### src/rtl/shift_pkg.sv
// Shared encodings for the iterative shift unit.
// Rotate decode is controlled by SEQ_SHIFT_ROTATE_EN.
package shift_pkg;

  localparam logic [2:0] OP_SLL  = 3'b000;
  localparam logic [2:0] OP_PASS = 3'b001;
  localparam logic [2:0] OP_SRL  = 3'b010;
  localparam logic [2:0] OP_SRA  = 3'b011;
  localparam logic [2:0] OP_ROL  = 3'b100;
  localparam logic [2:0] OP_ROR  = 3'b101;

  typedef enum logic [1:0] {
    ST_IDLE = 2'd0,
    ST_RUN  = 2'd1,
    ST_DONE = 2'd2
  } state_t;

  // True when the op consumes the shift amount; everything else behaves as PASS.
  function automatic logic op_shifts(input logic [2:0] op);
    logic r;
    case (op)
      OP_SLL, OP_SRL, OP_SRA: r = 1'b1;
`ifdef SEQ_SHIFT_ROTATE_EN
      OP_ROL, OP_ROR:         r = 1'b1;
`endif
      default:                r = 1'b0;
    endcase
    return r;
  endfunction

endpackage

### src/rtl/shift_step.sv
// One combinational step of 0..STEP bits for the latched op.
// Rotates exist only when SEQ_SHIFT_ROTATE_EN is defined.
module shift_step
  import shift_pkg::*;
#(
  parameter int WIDTH = 32,
  parameter int STEP  = 1
) (
  input  logic [2:0]               op,
  input  logic [$clog2(WIDTH)-1:0] k,
  input  logic [WIDTH-1:0]         din,
  output logic [WIDTH-1:0]         dout
);

`ifdef SEQ_SHIFT_ROTATE_EN
  logic [2*WIDTH-1:0] dd;
  assign dd = {din, din};
`endif

  // Only amounts 0..STEP are decoded, so this stays a STEP+1 way mux.
  always_comb begin
    dout = din;
    for (int i = 0; i <= STEP; i++) begin
      if (int'(k) == i) begin
        case (op)
          OP_SLL:  dout = din << i;
          OP_SRL:  dout = din >> i;
          OP_SRA:  dout = $signed(din) >>> i;
`ifdef SEQ_SHIFT_ROTATE_EN
          OP_ROL:  dout = dd[2*WIDTH-1-i -: WIDTH];
          OP_ROR:  dout = dd[WIDTH-1+i -: WIDTH];
`endif
          default: dout = din;
        endcase
      end
    end
  end

endmodule

### src/rtl/seq_shift_unit.sv
// Iterative shift unit with start/busy/done handshake, up to STEP bits per clock.
// Define SEQ_SHIFT_ROTATE_EN to enable ROL/ROR; otherwise those ops act as PASS.
//
// state   | meaning
// IDLE    | waiting for start, dataout holds last result
// RUN     | stepping dataout, rem bits still to shift
// DONE    | one-cycle result-valid pulse; start here chains the next op
module seq_shift_unit
  import shift_pkg::*;
#(
  parameter int WIDTH = 32,
  parameter int STEP  = 1
) (
  input  logic                     clk,
  input  logic                     reset,
  input  logic                     start,
  input  logic [2:0]               op,
  input  logic [$clog2(WIDTH)-1:0] s,
  input  logic [WIDTH-1:0]         datain,
  output logic                     busy,
  output logic                     done,
  output logic [WIDTH-1:0]         dataout
);

  localparam int SW = $clog2(WIDTH);
  // rem never exceeds WIDTH-1, so clipping STEP there keeps min() exact.
  localparam int STEP_CLIP = (STEP < WIDTH) ? STEP : WIDTH - 1;
  localparam logic [SW-1:0] STEP_K = SW'(STEP_CLIP);

  state_t          state, state_nxt;
  logic            accept;
  logic [SW-1:0]   rem, k;
  logic [2:0]      op_q;
  logic [WIDTH-1:0] step_out;

  always_comb k = (rem > STEP_K) ? STEP_K : rem;

  shift_step #(.WIDTH(WIDTH), .STEP(STEP)) u_step (
    .op   (op_q),
    .k    (k),
    .din  (dataout),
    .dout (step_out)
  );

  always_comb begin
    state_nxt = state;
    accept    = 1'b0;
    case (state)
      ST_IDLE: begin
        if (start) begin
          accept    = 1'b1;
          state_nxt = ST_RUN;
        end
      end
      ST_RUN: begin
        if (rem == '0) state_nxt = ST_DONE;
      end
      ST_DONE: begin
        accept    = start;
        state_nxt = start ? ST_RUN : ST_IDLE;
      end
      default: state_nxt = ST_IDLE;
    endcase
  end

  always_ff @(posedge clk or posedge reset) begin
    if (reset) state <= ST_IDLE;
    else       state <= state_nxt;
  end

  always_ff @(posedge clk or posedge reset) begin
    if (reset) begin
      rem     <= '0;
      op_q    <= OP_PASS;
      dataout <= '0;
    end else if (accept) begin
      dataout <= datain;
      op_q    <= op;
      rem     <= op_shifts(op) ? s : '0;
    end else if (state == ST_RUN && rem != '0) begin
      dataout <= step_out;
      rem     <= rem - k;
    end
  end

  assign busy = (state == ST_RUN);
  assign done = (state == ST_DONE);

endmodule

### config.mk
export PLATFORM = sky130hd
export DESIGN_NAME = seq_shift_unit
export DESIGN_NICKNAME = d
export VERILOG_FILES = /design/src/rtl/shift_pkg.sv /design/src/rtl/shift_step.sv /design/src/rtl/seq_shift_unit.sv
export SDC_FILE = /design/constraint.sdc
export NUM_CORES = 1
export LEC_CHECK = 0
export ABC_AREA = 1
export BUFFER_PORTS_ARGS = -buffer_cell sky130_fd_sc_hd__clkbuf_2
export CORE_ASPECT_RATIO = 1.1
export CORE_MARGIN = 2
export CORE_UTILIZATION = 53
export CTS_CLUSTER_SIZE = 24
export DETAILED_ROUTE_END_ITERATION = 10
export HOLD_SLACK_MARGIN = 0.05
export PLACE_DENSITY = 0.8
export SYNTH_ARGS = -nofsm -noshare
export SYNTH_HDL_FRONTEND = slang
export SYNTH_SLANG_ARGS = --single-unit
### constraint.sdc
create_clock -name clk -period 1.5 [get_ports clk]
set_input_delay 0.075 -clock clk [delete_from_list [all_inputs] [get_ports clk]]
set_output_delay 0.075 -clock clk [all_outputs]
set_load 0.01 [all_outputs]
==> results.txt, run 1 <==
----------------------------------------------------
[Timing]
  Unrepaired setup endpoints after global routing ... true
  Final hold violations ... 0
  Worst clock skew on the final layout ... approximately 0.0048 ns
  Final setup vio count ... 0
  Portion of the clock cycle consumed by the worst path in the final layout ... between 90 and 100%
  Worst Max-Slew Pin Slew ... approximately 0.72 ns
  Achievable frequency ... roughly 0.69 GHz
  Final Slew Violations ... 0
  Worst-case headroom to the max-slew limit ... approximately half
  Final critical-path required period ... 1.46 ns

[GRT]
  Global-route wire length before repair ... ~11 mm
  Gr usage total ... 24.2%
  Largest net degree at the start of global routing ... 32
  Number of global-route vias before repair ... about 2.6k
  Number of antenna violations at the first check in global routing ... 0
  Global route total overflow ... 0

[Worst setup path]
  Delay contributed by the slowest stage of the critical path ... 0.38 ns
  Slack of the worst reg-to-reg path ... 0.04 ns
  CP Cell Sequence ... inv_1 -> nand2_1 -> ha_2 -> inv_1 -> nand2_2 -> nor3_2 -> nand2_1 -> nand2_1 -> nand2_1 -> nand2_1
  Worst-path fanout max ... 4
  Worst R2R Start ... rem[0]
  Cell repeated most along the worst path ... nand2_1
  CP Data Required Time ... 1.73 ns
  Critical Path AT ... 1.69 ns
  CP Launch Type ... flop
  CP endpoint kind ... flop
  Slowest library cell on the worst path ... dfrtp_1
  Kind of critical path ... flop to flop
  Number of cells on the worst reg-to-reg path ... 10
  RR Endpoint ... rem[4]

[Layout]
  Total area of multi-input combinational cells ... 1510 µm²
  Layout overhead on the synthesized area ... 22.4%
  Commonest cells after routing, fill and taps aside ... nand2_1, clkbuf_2, nand3_1
  Share of post-route cells with drive strength above 1 ... 29.8%
  Nets ... 551
  Most common cell after layout, fill and taps aside ... nand2_1
  Fill cell instance count of the final layout ... 460
  Antenna cell count ... 0
  Util after Layout ... 66.2%
  Storage cell area ... 1050 µm²

[Clock network]
  Clk sinks ... between 40 and 50
  CTS clock-pin slew for the worst setup and hold paths ... 0.07 ns
  H-tree depth reported by CTS ... 2
  Clock insertion delay at the later pin of the skew report ... 0.29 ns
  CTS tree ... done
  CTS root buffer ... clkbuf_8
  Maximum clock path buffer count ... 2
  CTS Buf Count ... 5

[Pwr]
  Static Leak ... 2.07 nW
  IR drop worst, VDD ... 1.30 mV
  Power per cell area ... 2410 nW/µm²
  Total power ... 0.00844 W

[Floorplanning]
  Full die area ... 6010 µm²
  Core Footprint ... 5290 µm²
  Die outline width ... 74.1 µm
  Rows ... 28
  Starting density of the core ... approximately 54%
  Height of the die ... 81.1 µm
  Top-level I/O count ... 77

[Routing]
  Number of iterations in the first detailed-routing pass ... 4
  Drt initial violations ... between 150 and 200
  Post-detailed-route DRC marker count ... 0
  Post-detailed-route via-to-cell ratio ... 4.93
  Final Routed Wirelength ... around 7 mm
  Count of nets left with antenna violations after detail routing ... 0
  Detailed-route wire length per cell ... 12.1 µm
  Via count ... approximately 2.9k

[Min path]
  Worst Hold End ... rem[3]
  Hold path start ... s[3]
  Number of instances on the worst hold path ... 5
  Type of the worst min-delay path ... input pin to flop

[Logic synthesis]
  Net count after synthesis ... 470
  Combined area of all synthesized cells ... 2860 µm²
  Cells after Synth ... between 400 and 500
  Unique cell type count in the Yosys netlist ... 22
  Sequential share of the synthesized area ... a little under two fifths
  Post-Syn Area per Cell ... about 6.7 µm²
  Number of synthesized register bits ... between 40 and 50
  Number of warnings issued by yosys ... 0

[Flow run]
  Number of max-capacitance violations reported ... 0

[Placed design]
  Post-DP HPWL ... 4.83 mm
  GPL Wtd Cong ... 0.842
  Count of port buffers added during placement ... 76

[Status]
  Result of the run ... finished, final reports clean

----------------------------------------------------
## flip-flops by register name, indices dropped and copies added, names as in the netlist
| name | count |
|---|---|
| state | 2 |
| op_q | 3 |
| rem | 5 |
| dataout | 32 |
## cells by family after synthesis
group | Yosys count | synth area share (%)
buffers and inverters | 70 | 12.0
AND/OR/NAND/NOR | 306 | 49.5
adder cells (fa/ha/maj) | 1 | 0.437
flip-flops | 42 | 36.7
AO/OA/AOI/OAI | 7 | 1.31
## cells in the mapped netlist, drive strengths merged
| library cell | count | area, µm² |
|---|---|---|
| buf | 23 | 166 |
| dfrtp | 41 | 1030 |
| dfstp | 1 | 26.3 |
| ha | 1 | 12.5 |
| inv | 47 | 176 |
| nand2 | 229 | 1010 |
| nand3 | 67 | 348 |
| nand4 | 1 | 6.26 |
| nor2 | 5 | 36.3 |
| nor3 | 4 | 20.0 |
| o21ai | 6 | 30.0 |
| o21bai | 1 | 7.51 |
## worst max-delay path: cells and delay by family (launching register included)
| family | cells | cell delay [ns] |
|---|---|---|
| and+or+nand+nor | 7 | 0.63 |
| DFF | 1 | 0.38 |
| buffers and inverters | 2 | 0.21 |
| adders and majority gates | 1 | 0.18 |
## area by class of cell
cell class,instances,share of cell area (%)
multi-input combinational,315,43.0
sequential,42,30.1
timing repair buffer,96,16.9
inverter,47,5.03
tap,75,2.68
clock buffer,6,2.36
## timing repair
action                     CTS  global route
gates cloned                 0             1
setup endpoints to repair    1            33
pin swaps                    0             3
resized for setup            1             5
hold buffers                 4             0
hold endpoints to repair    17             0
setup buffers                1             1
## worst max path at each step
stage | startpoint | endpoint | slack [ns] | depth (start not counted)
floorplan | rem[3] | rem[4] | 0.18 | 11
global placement | rem[3] | rem[4] | 0.06 | 11
detailed placement | rem[3] | rem[4] | 0.04 | 11
CTS | rem[0] | rem[4] | 0.02 | 10
global route | rem[2] | rem[4] | -0.11 | 11
finish | rem[0] | rem[4] | 0.04 | 10
## metrics by stage
step                      area (µm²)  hold slack, ns  TNS (ns)  setup slack [ns]  instances
after floorplan                 2860           0.185         0             0.178        426
after global placement          3330           0.109         0            0.0615        568
after detailed placement        3330           0.110         0            0.0378        568
after CTS                       3460          0.0807         0            0.0162        579
after global routing            3500          0.0885    -0.134            -0.111        581
final                           3500          0.0806         0            0.0426        581
## layer usage
layer	GRT usage, %	part of all wire, %	vias to the layer above	routed length (µm)
li1	-	-	1458	-
met1	31.9	44	1298	3090
met2	40.4	49	96	3430
met3	4.59	5.7	10	398
met4	7.27	1.5	0	106
met5	0	0	-	0
## power by group
| part | internal [W] | total [W] | switching (W) |
|---|---|---|---|
| combinational | 0.00206 | 0.00553 | 0.00347 |
| clock | 0.000356 | 0.000734 | 0.000378 |
| sequential | 0.00169 | 0.00217 | 0.000485 |
| total | 0.00411 | 0.00844 | 0.00433 |
Note: power is estimated with default switching activity, not from simulation.
==> inputs of run 2 (changes only) <==
--- a/config.mk
+++ b/config.mk
@@ -9,11 +9,11 @@
 export BUFFER_PORTS_ARGS = -buffer_cell sky130_fd_sc_hd__clkbuf_2
 export CORE_ASPECT_RATIO = 1.1
 export CORE_MARGIN = 2
-export CORE_UTILIZATION = 53
+export CORE_UTILIZATION = 48
 export CTS_CLUSTER_SIZE = 24
 export DETAILED_ROUTE_END_ITERATION = 10
 export HOLD_SLACK_MARGIN = 0.05
-export PLACE_DENSITY = 0.8
+export PLACE_DENSITY = 0.77
 export SYNTH_ARGS = -nofsm -noshare
 export SYNTH_HDL_FRONTEND = slang
 export SYNTH_SLANG_ARGS = --single-unit
==> constraint.sdc (replaced) <==
create_clock -name clk -period 1.2 [get_ports clk]
set_input_delay 0.06 -clock clk [delete_from_list [all_inputs] [get_ports clk]]
set_output_delay 0.06 -clock clk [all_outputs]
set_load 0.01 [all_outputs]
==> run 2 against run 1 <==
The flow now finishes with violations (negative setup slack). Setup slack got worse by 0.36 ns. Power increased by 70%. Global-route usage increased by 4.6 points. Clock skew increased by 0.0048 ns. Largest cell class unchanged.
==> results.txt, run 2 (same netlist as run 1, synthesis figures left out) <==
----------------------------------------------------
[Worst setup path]
  Number of cells on the worst reg-to-reg path ... 9
  RR Endpoint ... dataout[26]
  CP endpoint kind ... flop
  Family with the most delay on the worst path ... simple AND/OR/NAND/NOR gates
  Cell repeated most along the worst path ... nand2_8
  Start point of the critical path ... state[0]
  Slack of the worst reg-to-reg path ... -0.31 ns
  Worst-path fanout max ... 8
  Slowest library cell on the worst path ... dfrtp_1
  Critical Path AT ... 1.70 ns
  CP Cell Sequence ... inv_2 -> buf_12 -> nor2_4 -> nand2_8 -> nand2_8 -> buf_12 -> nand2_8 -> nand2_4 -> nand2_2
  CP Data Required Time ... 1.39 ns
  CP Launch Type ... flop
  Worst R2R Start ... state[0]
  Worst Path Buf+Inv ... 3
  Kind of critical path ... flop to flop
  Delay contributed by the slowest stage of the critical path ... between 0.4 and 0.5 ns

[Pwr]
  IR drop worst, VDD ... 1.60 mV
  Power per cell area ... 3390 nW/µm²
  Total power ... between 0.01 and 0.015 W
  Static Leak ... 2.39 nW

[GRT]
  Largest net degree at the start of global routing ... 43
  Global route total overflow ... 0
  Number of global-route vias before repair ... 3252
  Number of antenna violations at the first check in global routing ... 0
  Gr usage total ... 28.9%
  Global-route wire length before repair ... 15.2 mm

[Timing]
  Final critical-path required period ... 1.51 ns
  Final hold slack ... 0.0699 ns
  Achievable frequency ... 0.660 GHz
  Unrepaired setup endpoints after global routing ... true
  Worst-case headroom to the max-slew limit ... around three fifths
  Portion of the clock cycle consumed by the worst path in the final layout ... 126%
  Worst clock skew on the final layout ... 0.00957 ns
  Post-route setup TNS ... -10.63 ns
  Final setup vio count ... 40
  Final Slew Violations ... 0
  Min setup slack post-route ... -0.314 ns
  Worst Max-Slew Pin Slew ... around 0.6 ns
  Final hold violations ... 0

[Layout]
  Fill cell instance count of the final layout ... 402
  Share of post-route cells with drive strength above 1 ... 42.3%
  Layout overhead on the synthesized area ... 48.3%
  Biggest registers after layout ... dataout x32, rem x5, op_q x3
  Commonest cells after routing, fill and taps aside ... nand2_1, clkbuf_2, nand3_1
  Most common cell after layout, fill and taps aside ... nand2_1
  Storage cell area ... 1050 µm²
  Antenna cell count ... 0
  Total area of multi-input combinational cells ... 1780 µm²
  Number of flip-flops in the largest register ... 32
  Nets ... slightly below 600
  Top reg by flops ... dataout

[Routing]
  Number of iterations in the first detailed-routing pass ... 7
  Post-detailed-route via-to-cell ratio ... 5.29
  Final Routed Wirelength ... 9.91 mm
  Drt initial violations ... 306
  Post-detailed-route DRC marker count ... 0
  Count of nets left with antenna violations after detail routing ... 0
  Detailed-route wire length per cell ... around 16 µm
  Via count ... 3308

[Clock network]
  Clk sinks ... 42
  Clock insertion delay at the later pin of the skew report ... about 0.30 ns
  CTS clock-pin slew for the worst setup and hold paths ... about 0.08 ns
  H-tree depth reported by CTS ... 2
  Maximum clock path buffer count ... 2
  CTS root buffer ... clkbuf_8
  CTS tree ... done
  CTS Buf Count ... 5

[Flow run]
  Number of max-capacitance violations reported ... 0

[Min path]
  Type of the worst min-delay path ... input pin to flop
  Number of instances on the worst hold path ... 5
  Hold path start ... datain[1]
  Worst Hold End ... dataout[1]

[Status]
  Violations in the final reports ... negative setup slack
  Result of the run ... complete, but fails checks

[Floorplanning]
  Top-level I/O count ... 77
  Rows ... 29
  Full die area ... 6600 µm²
  Die outline width ... approximately 78 µm
  Height of the die ... 85.0 µm
  Starting density of the core ... 49.6%
  Core Footprint ... 5770 µm²

[Placed design]
  Post-DP HPWL ... approximately 5.2 mm
  GPL Wtd Cong ... 0.863
  Count of port buffers added during placement ... 76

----------------------------------------------------
==> run 2: cell types whose count changed in the layout (fill, tap and decap cells not counted), moves of 3 or more <==
cell / delta
buf_8: +6
buf_6: +8
nand2_4: +7
nand2_8: +4
nand2_1: -15
buf_4: +18
nand3_2: +15
nand3_1: -15
nor3_1: -3
inv_1: -5
nand2_2: +7
buf_12: +5
==> run 2: area by class of cell <==
class	instances	area share [%]
Inverter	47	4.45
Clock buffer	5	1.62
Clock inverter	2	0.236
Tap cell	77	2.27
Sequential cell	42	24.8
Multi-Input combinational cell	318	41.8
Timing Repair Buffer	134	24.9
==> run 2: stage by stage <==
step	setup slack, ns	instances	area [µm²]	util (%)
3_3_place_gp	-0.145	592	3510	60.9
6_report	-0.314	625	4250	73.6
4_1_cts	-0.144	622	4090	70.8
5_1_grt	-0.358	625	4250	73.6
2_1_floorplan	-0.0821	426	2910	-
3_5_place_dp	-0.186	592	3510	60.9
==> run 2: routing by layer <==
metal | global-route usage, % | routed length, µm | part of all wire [%] | up-vias
met5 | 0 | 0 | 0 | -
met4 | 12.2 | 386 | 3.9 | 0
met3 | 4.79 | 815 | 8.2 | 47
met2 | 50.2 | 4940 | 50 | 201
met1 | 35.4 | 3770 | 38 | 1508
li1 | - | - | - | 1552
==> run 2: report_power, final <==
part	internal (W)	leakage, nW	switching (W)
logic	0.00458	1.81	0.00611
registers	0.00211	0.531	0.000693
clock network	0.000392	0.0438	0.000506
==> run 2: worst min-delay path, delay by kind of cell <==
| kind | cells | cell delay (ns) |
|---|---|---|
| and+or+nand+nor | 4 | 0.19 |
| buffers and inverters | 1 | 0.08 |
==> run 2: what timing repair did <==
| item | in CTS | in global routing |
|---|---|---|
| endpoints found under the hold margin | 45 | 0 |
| setup buffers | 12 | 4 |
| pin swaps | 16 | 29 |
| setup endpoints to repair | 39 | 44 |
| cloned | 7 | 0 |
| hold buffers | 4 | 0 |
| gates resized for setup | 44 | 46 |
==> run 2: worst max path at each step <==
stage,to,slack (ns),cells after the start
3_5_place_dp,rem[4],-0.19,10
6_report,dataout[26],-0.31,9
3_3_place_gp,rem[4],-0.15,10
5_1_grt,dataout[13],-0.36,9
4_1_cts,rem[4],-0.14,11
2_1_floorplan,rem[2],-0.08,9
